===== src/rtl/div_seq.sv =====
// Iterative RV32M divider sequencer: restoring division through an external shared adder, one quotient bit per cycle.
// Latency: 1 + WIDTH + [neg a] + [neg b] + [fix] cycles from accept to resp_valid; divide-by-zero and overflow take 1 cycle.
// Backpressure: holds the result in DONE until resp_ready; req_ready is low whenever not IDLE.
package div_seq_pkg;
    typedef enum logic [1:0] {
        ADDER_ADD = 2'd0,
        ADDER_SUB = 2'd1
    } adderOp_t;
endpackage

module div_seq
    import div_seq_pkg::*;
#(
    parameter int WIDTH = 32
) (
    input  logic             clk,
    input  logic             rst,
    input  logic             flush,
    input  logic             req_valid,
    output logic             req_ready,
    input  logic [1:0]       req_op,
    input  logic [WIDTH-1:0] req_a,
    input  logic [WIDTH-1:0] req_b,
    output logic             resp_valid,
    input  logic             resp_ready,
    output logic [WIDTH-1:0] resp_data,
    output logic             busy,
    output adderOp_t         add_op,
    output logic [WIDTH-1:0] add_a,
    output logic [WIDTH-1:0] add_b,
    input  logic [WIDTH-1:0] add_out,
    input  logic             add_cout
);

    localparam int CW = $clog2(WIDTH);
    localparam logic [WIDTH-1:0] INT_MIN = {1'b1, {(WIDTH-1){1'b0}}};

    typedef enum logic [2:0] {
        S_IDLE,
        S_NEG_A,
        S_NEG_B,
        S_ITER,
        S_FIX,
        S_DONE
    } state_t;

    state_t           state;
    logic             op_rem;
    logic             sq;
    logic             sr;
    logic             neg_b;
    logic [WIDTH-1:0] q;
    logic [WIDTH-1:0] rem;
    logic [WIDTH-1:0] dvs;
    logic [CW-1:0]    cnt;

    logic             a_neg;
    logic             b_neg;
    logic             div_zero;
    logic             ovf;
    logic [WIDTH-1:0] p;
    logic             take;
    logic [WIDTH-1:0] q_nxt;
    logic [WIDTH-1:0] rem_nxt;
    logic             need_fix;

    // Unsigned ops treat both operands as non-negative.
    assign a_neg    = ~req_op[0] & req_a[WIDTH-1];
    assign b_neg    = ~req_op[0] & req_b[WIDTH-1];
    assign div_zero = (req_b == '0);
    assign ovf      = ~req_op[0] & (req_a == INT_MIN) & (&req_b);

    // A set rem msb means the shifted partial remainder already exceeds any divisor.
    assign p        = {rem[WIDTH-2:0], q[WIDTH-1]};
    assign take     = rem[WIDTH-1] | ~add_cout;
    assign q_nxt    = {q[WIDTH-2:0], take};
    assign rem_nxt  = take ? add_out : p;
    assign need_fix = op_rem ? sr : sq;

    always_comb begin
        add_op = ADDER_ADD;
        add_a  = '0;
        add_b  = '0;
        case (state)
            S_NEG_A: begin
                add_op = ADDER_SUB;
                add_b  = q;
            end
            S_NEG_B: begin
                add_op = ADDER_SUB;
                add_b  = dvs;
            end
            S_ITER: begin
                add_op = ADDER_SUB;
                add_a  = p;
                add_b  = dvs;
            end
            S_FIX: begin
                add_op = ADDER_SUB;
                add_b  = op_rem ? rem : q;
            end
            default: ;
        endcase
    end

    always_ff @(posedge clk) begin
        if (rst) begin
            state      <= S_IDLE;
            req_ready  <= 1'b1;
            resp_valid <= 1'b0;
            resp_data  <= '0;
            busy       <= 1'b0;
            op_rem     <= 1'b0;
            sq         <= 1'b0;
            sr         <= 1'b0;
            neg_b      <= 1'b0;
            q          <= '0;
            rem        <= '0;
            dvs        <= '0;
            cnt        <= '0;
        end else if (flush) begin
            state      <= S_IDLE;
            req_ready  <= 1'b1;
            resp_valid <= 1'b0;
            busy       <= 1'b0;
        end else begin
            case (state)
                S_IDLE: begin
                    if (req_valid) begin
                        op_rem    <= req_op[1];
                        sq        <= a_neg ^ b_neg;
                        sr        <= a_neg;
                        neg_b     <= b_neg;
                        q         <= req_a;
                        dvs       <= req_b;
                        rem       <= '0;
                        cnt       <= CW'(WIDTH - 1);
                        req_ready <= 1'b0;
                        busy      <= 1'b1;
                        if (div_zero) begin
                            resp_data  <= req_op[1] ? req_a : '1;
                            resp_valid <= 1'b1;
                            state      <= S_DONE;
                        end else if (ovf) begin
                            resp_data  <= req_op[1] ? '0 : INT_MIN;
                            resp_valid <= 1'b1;
                            state      <= S_DONE;
                        end else if (a_neg) begin
                            state <= S_NEG_A;
                        end else if (b_neg) begin
                            state <= S_NEG_B;
                        end else begin
                            state <= S_ITER;
                        end
                    end
                end
                S_NEG_A: begin
                    q     <= add_out;
                    state <= neg_b ? S_NEG_B : S_ITER;
                end
                S_NEG_B: begin
                    dvs   <= add_out;
                    state <= S_ITER;
                end
                S_ITER: begin
                    q   <= q_nxt;
                    rem <= rem_nxt;
                    if (cnt == '0) begin
                        if (need_fix) begin
                            state <= S_FIX;
                        end else begin
                            resp_data  <= op_rem ? rem_nxt : q_nxt;
                            resp_valid <= 1'b1;
                            state      <= S_DONE;
                        end
                    end else begin
                        cnt <= cnt - CW'(1);
                    end
                end
                S_FIX: begin
                    resp_data  <= add_out;
                    resp_valid <= 1'b1;
                    state      <= S_DONE;
                end
                S_DONE: begin
                    if (resp_ready) begin
                        resp_valid <= 1'b0;
                        req_ready  <= 1'b1;
                        busy       <= 1'b0;
                        state      <= S_IDLE;
                    end
                end
                default: begin
                    state      <= S_IDLE;
                    req_ready  <= 1'b1;
                    resp_valid <= 1'b0;
                    busy       <= 1'b0;
                end
            endcase
        end
    end

endmodule

===== config.mk =====
export PLATFORM = sky130hd
export DESIGN_NAME = div_seq
export DESIGN_NICKNAME = d
export VERILOG_FILES = /design/src/rtl/div_seq.sv
export SDC_FILE = /design/constraint.sdc
export NUM_CORES = 1
export LEC_CHECK = 0
export ABC_AREA = 1
export BUFFER_PORTS_ARGS = -buffer_cell sky130_fd_sc_hd__buf_2
export CAP_MARGIN = 20
export CELL_PAD_IN_SITES_DETAIL_PLACEMENT = 2
export CELL_PAD_IN_SITES_GLOBAL_PLACEMENT = 2
export CORE_ASPECT_RATIO = 0.7
export CORE_UTILIZATION = 30
export DETAILED_ROUTE_END_ITERATION = 8
export PLACE_DENSITY_LB_ADDON = 0.1
export REMOVE_ABC_BUFFERS = 1
export SETUP_SLACK_MARGIN = 0.5
export SKIP_CTS_REPAIR_TIMING = 1
export SKIP_LAST_GASP = 1
export SYNTH_ARGS = -nofsm -noshare
export SYNTH_HDL_FRONTEND = slang
export SYNTH_SLANG_ARGS = --single-unit

===== constraint.sdc =====
create_clock -name clk -period 4.69 [get_ports clk]
set_input_delay 0.938 -clock clk [delete_from_list [all_inputs] [get_ports clk]]
set_output_delay 0.938 -clock clk [all_outputs]
set_load 0.05 [all_outputs]

==> flow_metrics.env, run 1 <==
export IMPL_cts_clk_slew_worst_paths_ns=0.06
export IMPL_crit_buf_inv=3
export IMPL_antenna_left=0
export IMPL_cts_buffers=17
export IMPL_ys_ff_latch=143
export IMPL_drive_above_1_share_pct=17.5
export IMPL_synth_warnings=0
export IMPL_switching_share_pct=35.7
export IMPL_final_cell_mix="nor2_1, nand2_1, buf_2"
export IMPL_worst_pin_slew_ns=0.976
export IMPL_gp_congestion=0.822
export IMPL_synth_cell_types=39
export IMPL_cts_max_path_buffers=2
export IMPL_relSlewSlack_pct=34.9
export IMPL_finalClockSkew_ns=0.00737
export IMPL_synthToLayoutAreaGrowth_pct=19.7
export IMPL_core_rowCount=52
export IMPL_crit_top_cell="o21ai_0"
export IMPL_layout_commonest_cell="nor2_1"
export IMPL_start_kind="register"
export IMPL_post_route_drc_count=0
export IMPL_grt_overflow_total=0
export IMPL_grt_pass1_vias=11200
export IMPL_viasPerCell=5.46
export IMPL_crit_slowest_cell="inv_2"
export IMPL_die_w_um=208
export IMPL_critical_path_depth=5
export IMPL_hp_class="register to register"
export IMPL_fin_setup_tns_ns=0
export IMPL_hold_viol_final=0
export IMPL_wire_per_inst_um=22.7
export IMPL_synth_area_per_cell_um2=6.10
export IMPL_start_util_pct=30.7
export IMPL_rr_startpoint="state[2]$_SDFFE_PP0P_"
export IMPL_powerDensity_nw_per_um2=328
export IMPL_hpwl_mm=30.2
export IMPL_layout_worst_path_cycle_share_pct=81.7
export IMPL_finalCriticalPeriod_ns=3.83
export IMPL_worstPathRequired_ns=3.75
export IMPL_finalPower_mw=3.51
export IMPL_grt_busiest_layer="met2"
export IMPL_clock_latency_ns=0.45
export IMPL_first_iter_violations=637
export IMPL_grt_max_degree=103
export IMPL_ff2ff_setup_slack_ns=1.49
export IMPL_netlist_area_um2=8940
export IMPL_die_height_um=146
export IMPL_status="completed"
export IMPL_synth_seq_area_share_pct=32.0
export IMPL_critical_path_top_delay_family="buffers and inverters"
export IMPL_grt_use_met3_pct=4.43
export IMPL_crit_arrival_ns=2.89
export IMPL_fmax_mhz=261
export IMPL_instances_no_fill=1994
export IMPL_cts_tree="built"
export IMPL_p_int_mw=2.26
export IMPL_setup_violations=0
export IMPL_clock_sinks=143
export IMPL_endpoint="add_b[1]"
export IMPL_first_pass_iters=4
export IMPL_met2_usage_pct=46.0
export IMPL_nets=1711
export IMPL_core_area_um2=29100
export IMPL_grt_use_met1_pct=42.8
export IMPL_seq_power_share_pct=38.5
export IMPL_reg2reg_to="resp_data[25]$_SDFFE_PP0P_"
export IMPL_cap_violations=0
export IMPL_antenna_found_initial=0
export IMPL_cts_max_level=4
export IMPL_io_buffer_count=203
export IMPL_via_count=10900
export IMPL_drt_total_wl_mm=45.4
export IMPL_clock_power_share_pct=37.5
export IMPL_n_antenna_cell=0
export IMPL_ioPinCount=205
export IMPL_crit_fanout=42
export IMPL_cts_root_buf="clkbuf_16"
export IMPL_synthCells=1466
export IMPL_combPwrFrac_pct=24.0
export IMPL_placedCellCount=1962
export IMPL_irDropWorstVdd_mv=0.182
export IMPL_slew_viol_final=0
export IMPL_rsz0062_at_grt="false"
export IMPL_leakage_nw=4.72
export IMPL_grt_first_pass_wirelength_mm=68.9
export IMPL_startpoint="op_rem$_SDFFE_PP0P_"
export IMPL_grt_usage_pct=29.8
export IMPL_dieArea_um2=30500
export IMPL_p_sw_mw=1.25
export IMPL_end_kind="output pin"
export IMPL_slowest_delay_ns=0.64
export IMPL_worstPathCellList="inv_2 > buf_4 > o21ai_0 > o21ai_0 > buf_2"
export IMPL_r2r_cells=9
export IMPL_critical_path_class="register to output pin"
cell families after synthesis:
kind of cell,count (synthesis),synth area share [%]
and+or+nand+nor,688,30.2
AOI/OAI and AO/OA,387,26.0
buffers and inverters,242,11.1
DFF,143,32.0
adders and majority gates,3,0.420
other,1,0.0419
xor gates and xnor gates,1,0.0980
muxes,1,0.112
cell usage after synthesis (all sizes together):
| master | count | share of area, % |
|---|---|---|
| o22ai | 52 | 3.6 |
| buf | 54 | 3.2 |
| a211oi | 65 | 5.5 |
| o211ai | 23 | 1.9 |
| a22oi | 18 | 1.5 |
| o21ai | 142 | 8.0 |
| nand3 | 31 | 1.8 |
| nor3 | 2 | 0.24 |
| o221ai | 13 | 1.3 |
| nand3b | 1 | 0.084 |
| nand2 | 321 | 14 |
| clkbuf | 51 | 2.2 |
| mux2i | 1 | 0.11 |
| or2 | 3 | 0.21 |
| a31oi | 2 | 0.14 |
| dfxtp | 143 | 32 |
| xor2 | 1 | 0.098 |
| a21oi | 72 | 4.0 |
| ha | 3 | 0.42 |
| inv | 136 | 5.7 |
| clkinv | 1 | 0.042 |
| nor2 | 325 | 14 |
| conb | 1 | 0.042 |
| nand4 | 5 | 0.35 |
worst reg2reg max path: stages (launching register included):
cell and delay (ns):
dfxtp_1 0.53, nand2_2 0.54, inv_1 0.35, o21ai_2 0.10, nor2_2 0.08, buf_4 0.33
nand2_2 0.29, inv_2 0.61, nor2_1 0.15, nor2_1 0.15
power by group through the flow:
| stage | combinational [mW] | sequential, mW | clock (mW) |
|---|---|---|---|
| after floorplan | 0.448 | 1.42 | 0 |
| after global placement | 0.803 | 1.37 | 0 |
| after detailed placement | 0.829 | 1.37 | 0 |
| after CTS | 0.837 | 1.35 | 1.33 |
| after global routing | 0.915 | 1.36 | 1.39 |
| final | 0.842 | 1.35 | 1.32 |
final cells by class:
cell class | instances | area [um2]
sequential | 143 | 2860
fill | 3620 | 18400
clock inverter | 6 | 32.5
inverter | 137 | 514
clock buffer | 25 | 505
multi-input combinational | 1081 | 5110
timing repair buffer | 224 | 1210
tap | 378 | 473
stage by stage:
| stage | area, um2 | setup WS [ns] | hold WS, ns | util (%) |
|---|---|---|---|---|
| detailed placement | 10100 | 0.997 | 0.449 | 34.9 |
| CTS | 10700 | 0.866 | 0.465 | 36.7 |
| global route | 10700 | 0.778 | 0.487 | 36.8 |
| finish | 10700 | 0.857 | 0.459 | 36.8 |
| floorplan | 8460 | 0.221 | 0.432 | - |
| global placement | 10100 | 1.15 | 0.439 | 34.9 |
state kept, by name, summed over array words and instances (netlist names), 3 cells and up:
signal and flops:
dvs 32, rem 32, resp_data 32, state 3
q 32, cnt 5
layer usage:
layer  up-vias  part of all wire, %  wire length (um)
met5         -                    0                 0
met4         0                  1.7               767
met3        44                  4.4              1990
met2       279                   44             19800
met1      5464                   50             22800
li1       5096                    -                 -
worst min path at each step:
stage / from / end / slack, ns / depth (start not counted)
after floorplan: neg_b$_SDFFE_PP0P_ / neg_b$_SDFFE_PP0P_ / 0.43 / 2
after detailed placement: resp_valid$_SDFFE_PP0P_ / resp_valid$_SDFFE_PP0P_ / 0.45 / 2
final: resp_valid$_SDFFE_PP0P_ / resp_valid$_SDFFE_PP0P_ / 0.46 / 2
after global placement: resp_valid$_SDFFE_PP0P_ / resp_valid$_SDFFE_PP0P_ / 0.44 / 2
after CTS: resp_valid$_SDFFE_PP0P_ / resp_valid$_SDFFE_PP0P_ / 0.47 / 2
after global routing: resp_valid$_SDFFE_PP0P_ / resp_valid$_SDFFE_PP0P_ / 0.49 / 2
Note: power is estimated with default switching activity, not from simulation.
==> inputs of run 2 (changes only) <==
--- a/config.mk
+++ b/config.mk
@@ -5,13 +5,13 @@
 export SDC_FILE = /design/constraint.sdc
 export NUM_CORES = 1
 export LEC_CHECK = 0
-export ABC_AREA = 1
+export ABC_AREA = 0
 export BUFFER_PORTS_ARGS = -buffer_cell sky130_fd_sc_hd__buf_2
 export CAP_MARGIN = 20
 export CELL_PAD_IN_SITES_DETAIL_PLACEMENT = 2
 export CELL_PAD_IN_SITES_GLOBAL_PLACEMENT = 2
 export CORE_ASPECT_RATIO = 0.7
-export CORE_UTILIZATION = 30
+export CORE_UTILIZATION = 28
 export DETAILED_ROUTE_END_ITERATION = 8
 export PLACE_DENSITY_LB_ADDON = 0.1
 export REMOVE_ABC_BUFFERS = 1
==> constraint.sdc (replaced) <==
create_clock -name clk -period 3.3 [get_ports clk]
set_input_delay 0.66 -clock clk [delete_from_list [all_inputs] [get_ports clk]]
set_output_delay 0.66 -clock clk [all_outputs]
set_load 0.05 [all_outputs]
==> flow_metrics.env, run 2 <==
export IMPL_first_iter_violations=703
export IMPL_cts_buffers=17
export IMPL_rsz0062_at_grt="true"
export IMPL_end_kind="output pin"
export IMPL_die_w_um=210
export IMPL_crit_fanout=6
export IMPL_grt_max_degree=80
export IMPL_critical_path_depth=7
export IMPL_hold_depth=2
export IMPL_synth_area_per_cell_um2=8.12
export IMPL_ioPinCount=205
export IMPL_grt_first_pass_wirelength_mm=63.9
export IMPL_synth_area_leaders="dfxtp_1, mux2i_1, nor2_1"
export IMPL_synth_cell_types=56
export IMPL_core_rowCount=52
export IMPL_ff2ff_setup_slack_ns=0.74
export IMPL_synth_top_cell_by_area="dfxtp_1"
export IMPL_wire_per_inst_um=26.7
export IMPL_netlist_area_um2=8450
export IMPL_status="completed"
export IMPL_antenna_found_initial=0
export IMPL_viasPerCell=5.77
export IMPL_r2r_cells=7
export IMPL_wl_met2_mm=18.5
export IMPL_grt_pass1_vias=9727
export IMPL_post_route_drc_count=0
export IMPL_final_cell_mix="buf_2, nor2_1, dfxtp_1"
export IMPL_io_buffer_count=203
export IMPL_slew_viol_final=0
export IMPL_hold_viol_final=0
export IMPL_reg2reg_to="cnt[4]$_SDFFE_PP0P_"
export IMPL_drt_total_wl_mm=43.3
export IMPL_drive_above_1_share_pct=29.1
export IMPL_cap_violations=0
export IMPL_cts_root_buf="clkbuf_16"
export IMPL_relSlewSlack_pct=42.5
export IMPL_clock_latency_ns=0.45
export IMPL_gp_congestion=0.813
export IMPL_critical_path_top_delay_family="compound AO/OA/AOI/OAI gates"
export IMPL_worstPathRequired_ns=2.64
export IMPL_nets=1334
export IMPL_worstPathCellList="nor2b_4 > a21oi_2 > nor2_4 > clkbuf_16 > a222oi_1 > inv_1 > buf_6"
export IMPL_crit_buf_inv=3
export IMPL_setup_violations=0
export IMPL_cts_max_path_buffers=2
export IMPL_hpwl_mm=30.7
export IMPL_synth_warnings=0
export IMPL_layout_commonest_cell="buf_2"
export IMPL_leakage_nw=4.47
export IMPL_ys_ff_latch=143
export IMPL_top_layer_used="met4"
export IMPL_finalClockSkew_ns=0.0139
export IMPL_holdWs_ns=0.464
export IMPL_wl_met3_mm=2.38
export IMPL_via_count=9327
export IMPL_irDropWorstVdd_mv=0.287
export IMPL_worst_pin_slew_ns=0.861
export IMPL_yosys_most_used_dff="dfxtp_1"
export IMPL_synth_seq_area_share_pct=33.9
export IMPL_crit_arrival_ns=2.22
export IMPL_drt_met1_wl_mm=21.6
export IMPL_die_height_um=147
export IMPL_synth_enable_flop_cells=0
export IMPL_hp_class="register to register"
export IMPL_layout_worst_path_cycle_share_pct=87.2
export IMPL_yosysTopAreaCellShare_pct=33.9
export IMPL_cts_tree="built"
export IMPL_clock_sinks=143
export IMPL_critical_path_class="register to output pin"
export IMPL_cts_max_level=4
export IMPL_rr_startpoint="state[2]$_SDFFE_PP0P_"
export IMPL_finalCriticalPeriod_ns=2.88
export IMPL_core_area_um2=29300
export IMPL_start_util_pct=28.9
export IMPL_min_from="busy$_SDFFE_PP0P_"
export IMPL_async_reset_ff_share_pct=0
export IMPL_grt_usage_pct=27.9
export IMPL_holdPathEnd="busy$_SDFFE_PP0P_"
export IMPL_cts_clk_slew_worst_paths_ns=0.06
export IMPL_start_kind="register"
export IMPL_crit_slowest_cell="a222oi_1"
export IMPL_grt_overflow_total=0
export IMPL_first_pass_iters=6
export IMPL_slowest_delay_ns=0.57
export IMPL_yosysMostFrequentCell="nor2_1"
export IMPL_synthToLayoutAreaGrowth_pct=31.3
export IMPL_n_antenna_cell=0
export IMPL_powerDensity_nw_per_um2=457
export IMPL_fmax_mhz=347
export IMPL_fin_setup_tns_ns=0
export IMPL_synth_common_cells="nor2_1, dfxtp_1, clkbuf_1, mux2i_1, a21oi_1"
export IMPL_synthCells=1041
export IMPL_antenna_left=0
export IMPL_dieArea_um2=30900
-- run 2: cell types whose count changed after synthesis, sizes merged, moves of 22 or more --
cell	delta
o211ai	-22
clkbuf	+33
nand2	-308
a222oi	+45
o21ai	-91
nor2	-163
nand3	-28
mux2	+26
mux2i	+82
o22ai	-51
nor3	+41
buf	-34
inv	-79
-- run 2: cells by family (layout without fill, tap and decap cells) --
kind of cell | after synthesis | after routing | synth area share (%)
adders and majority gates | 3 | 3 | 0.444
xor gates and xnor gates | 3 | 3 | 0.311
other | 1 | 1 | 0.0444
and+or+nand+nor | 299 | 299 | 16.8
muxes | 109 | 109 | 13.3
buffers and inverters | 161 | 359 | 7.75
DFF | 143 | 143 | 33.9
AOI/OAI and AO/OA | 322 | 322 | 27.5
-- run 2: how the worst max path moves through the flow --
stage | end | startpoint | slack (ns)
detailed placement | resp_data[19]$_SDFFE_PP0P_ | req_a[17] | 0.03
floorplan | dvs[0]$_SDFFE_PP0P_ | state[1]$_SDFFE_PP0P_ | -2.30
global route | add_b[19] | state[0]$_SDFFE_PP0P_ | 0.38
global placement | resp_data[14]$_SDFFE_PP0P_ | req_a[18] | 0.15
finish | add_b[15] | state[0]$_SDFFE_PP0P_ | 0.42
CTS | add_b[18] | state[0]$_SDFFE_PP0P_ | 0.10
-- run 2: stage by stage --
| step | area [um2] | util, % | std cells | worst slack, ns | power, mW |
|---|---|---|---|---|---|
| 2_1_floorplan | 8010 | - | 937 | -2.30 | 2.45 |
| 6_report | 11100 | 37.9 | 1617 | 0.421 | 5.07 |
| 3_3_place_gp | 10100 | 34.4 | 1573 | 0.148 | 2.89 |
| 5_1_grt | 11100 | 37.9 | 1617 | 0.376 | 5.25 |
| 3_5_place_dp | 10100 | 34.5 | 1574 | 0.0253 | 2.91 |
| 4_1_cts | 10700 | 36.7 | 1605 | 0.101 | 5.07 |
-- run 2: report_power, final --
part           leakage (nW)  internal, mW  switching [mW]  total (mW)
registers              1.17          1.82          0.0808        1.90
logic                  3.00         0.356           0.669        1.03
clock network         0.300          1.30           0.844        2.15
-- run 2: area by class of cell --
class	count	area (um2)
Clock inverter	9	159
Fill cell	3372	18200
Timing Repair Buffer	271	1880
Clock buffer	22	464
Tap cell	378	473
Multi-Input combinational cell	737	5030
Inverter	57	214
Sequential cell	143	2870
-- run 2: worst min-delay path: cells and delay by family, from the launching register on --
kind | cells | cell delay, ns
AOI/OAI and AO/OA | 1 | 0.06
DFF | 1 | 0.31
buffers and inverters | 1 | 0.05
-- run 2: per-layer routing --
metal | vias to the layer above | global-route usage, %
li1 | 4255 | -
met1 | 4723 | 40.7
met2 | 302 | 41.3
met3 | 47 | 5.33
met4 | 0 | 8.21
met5 | - | 0
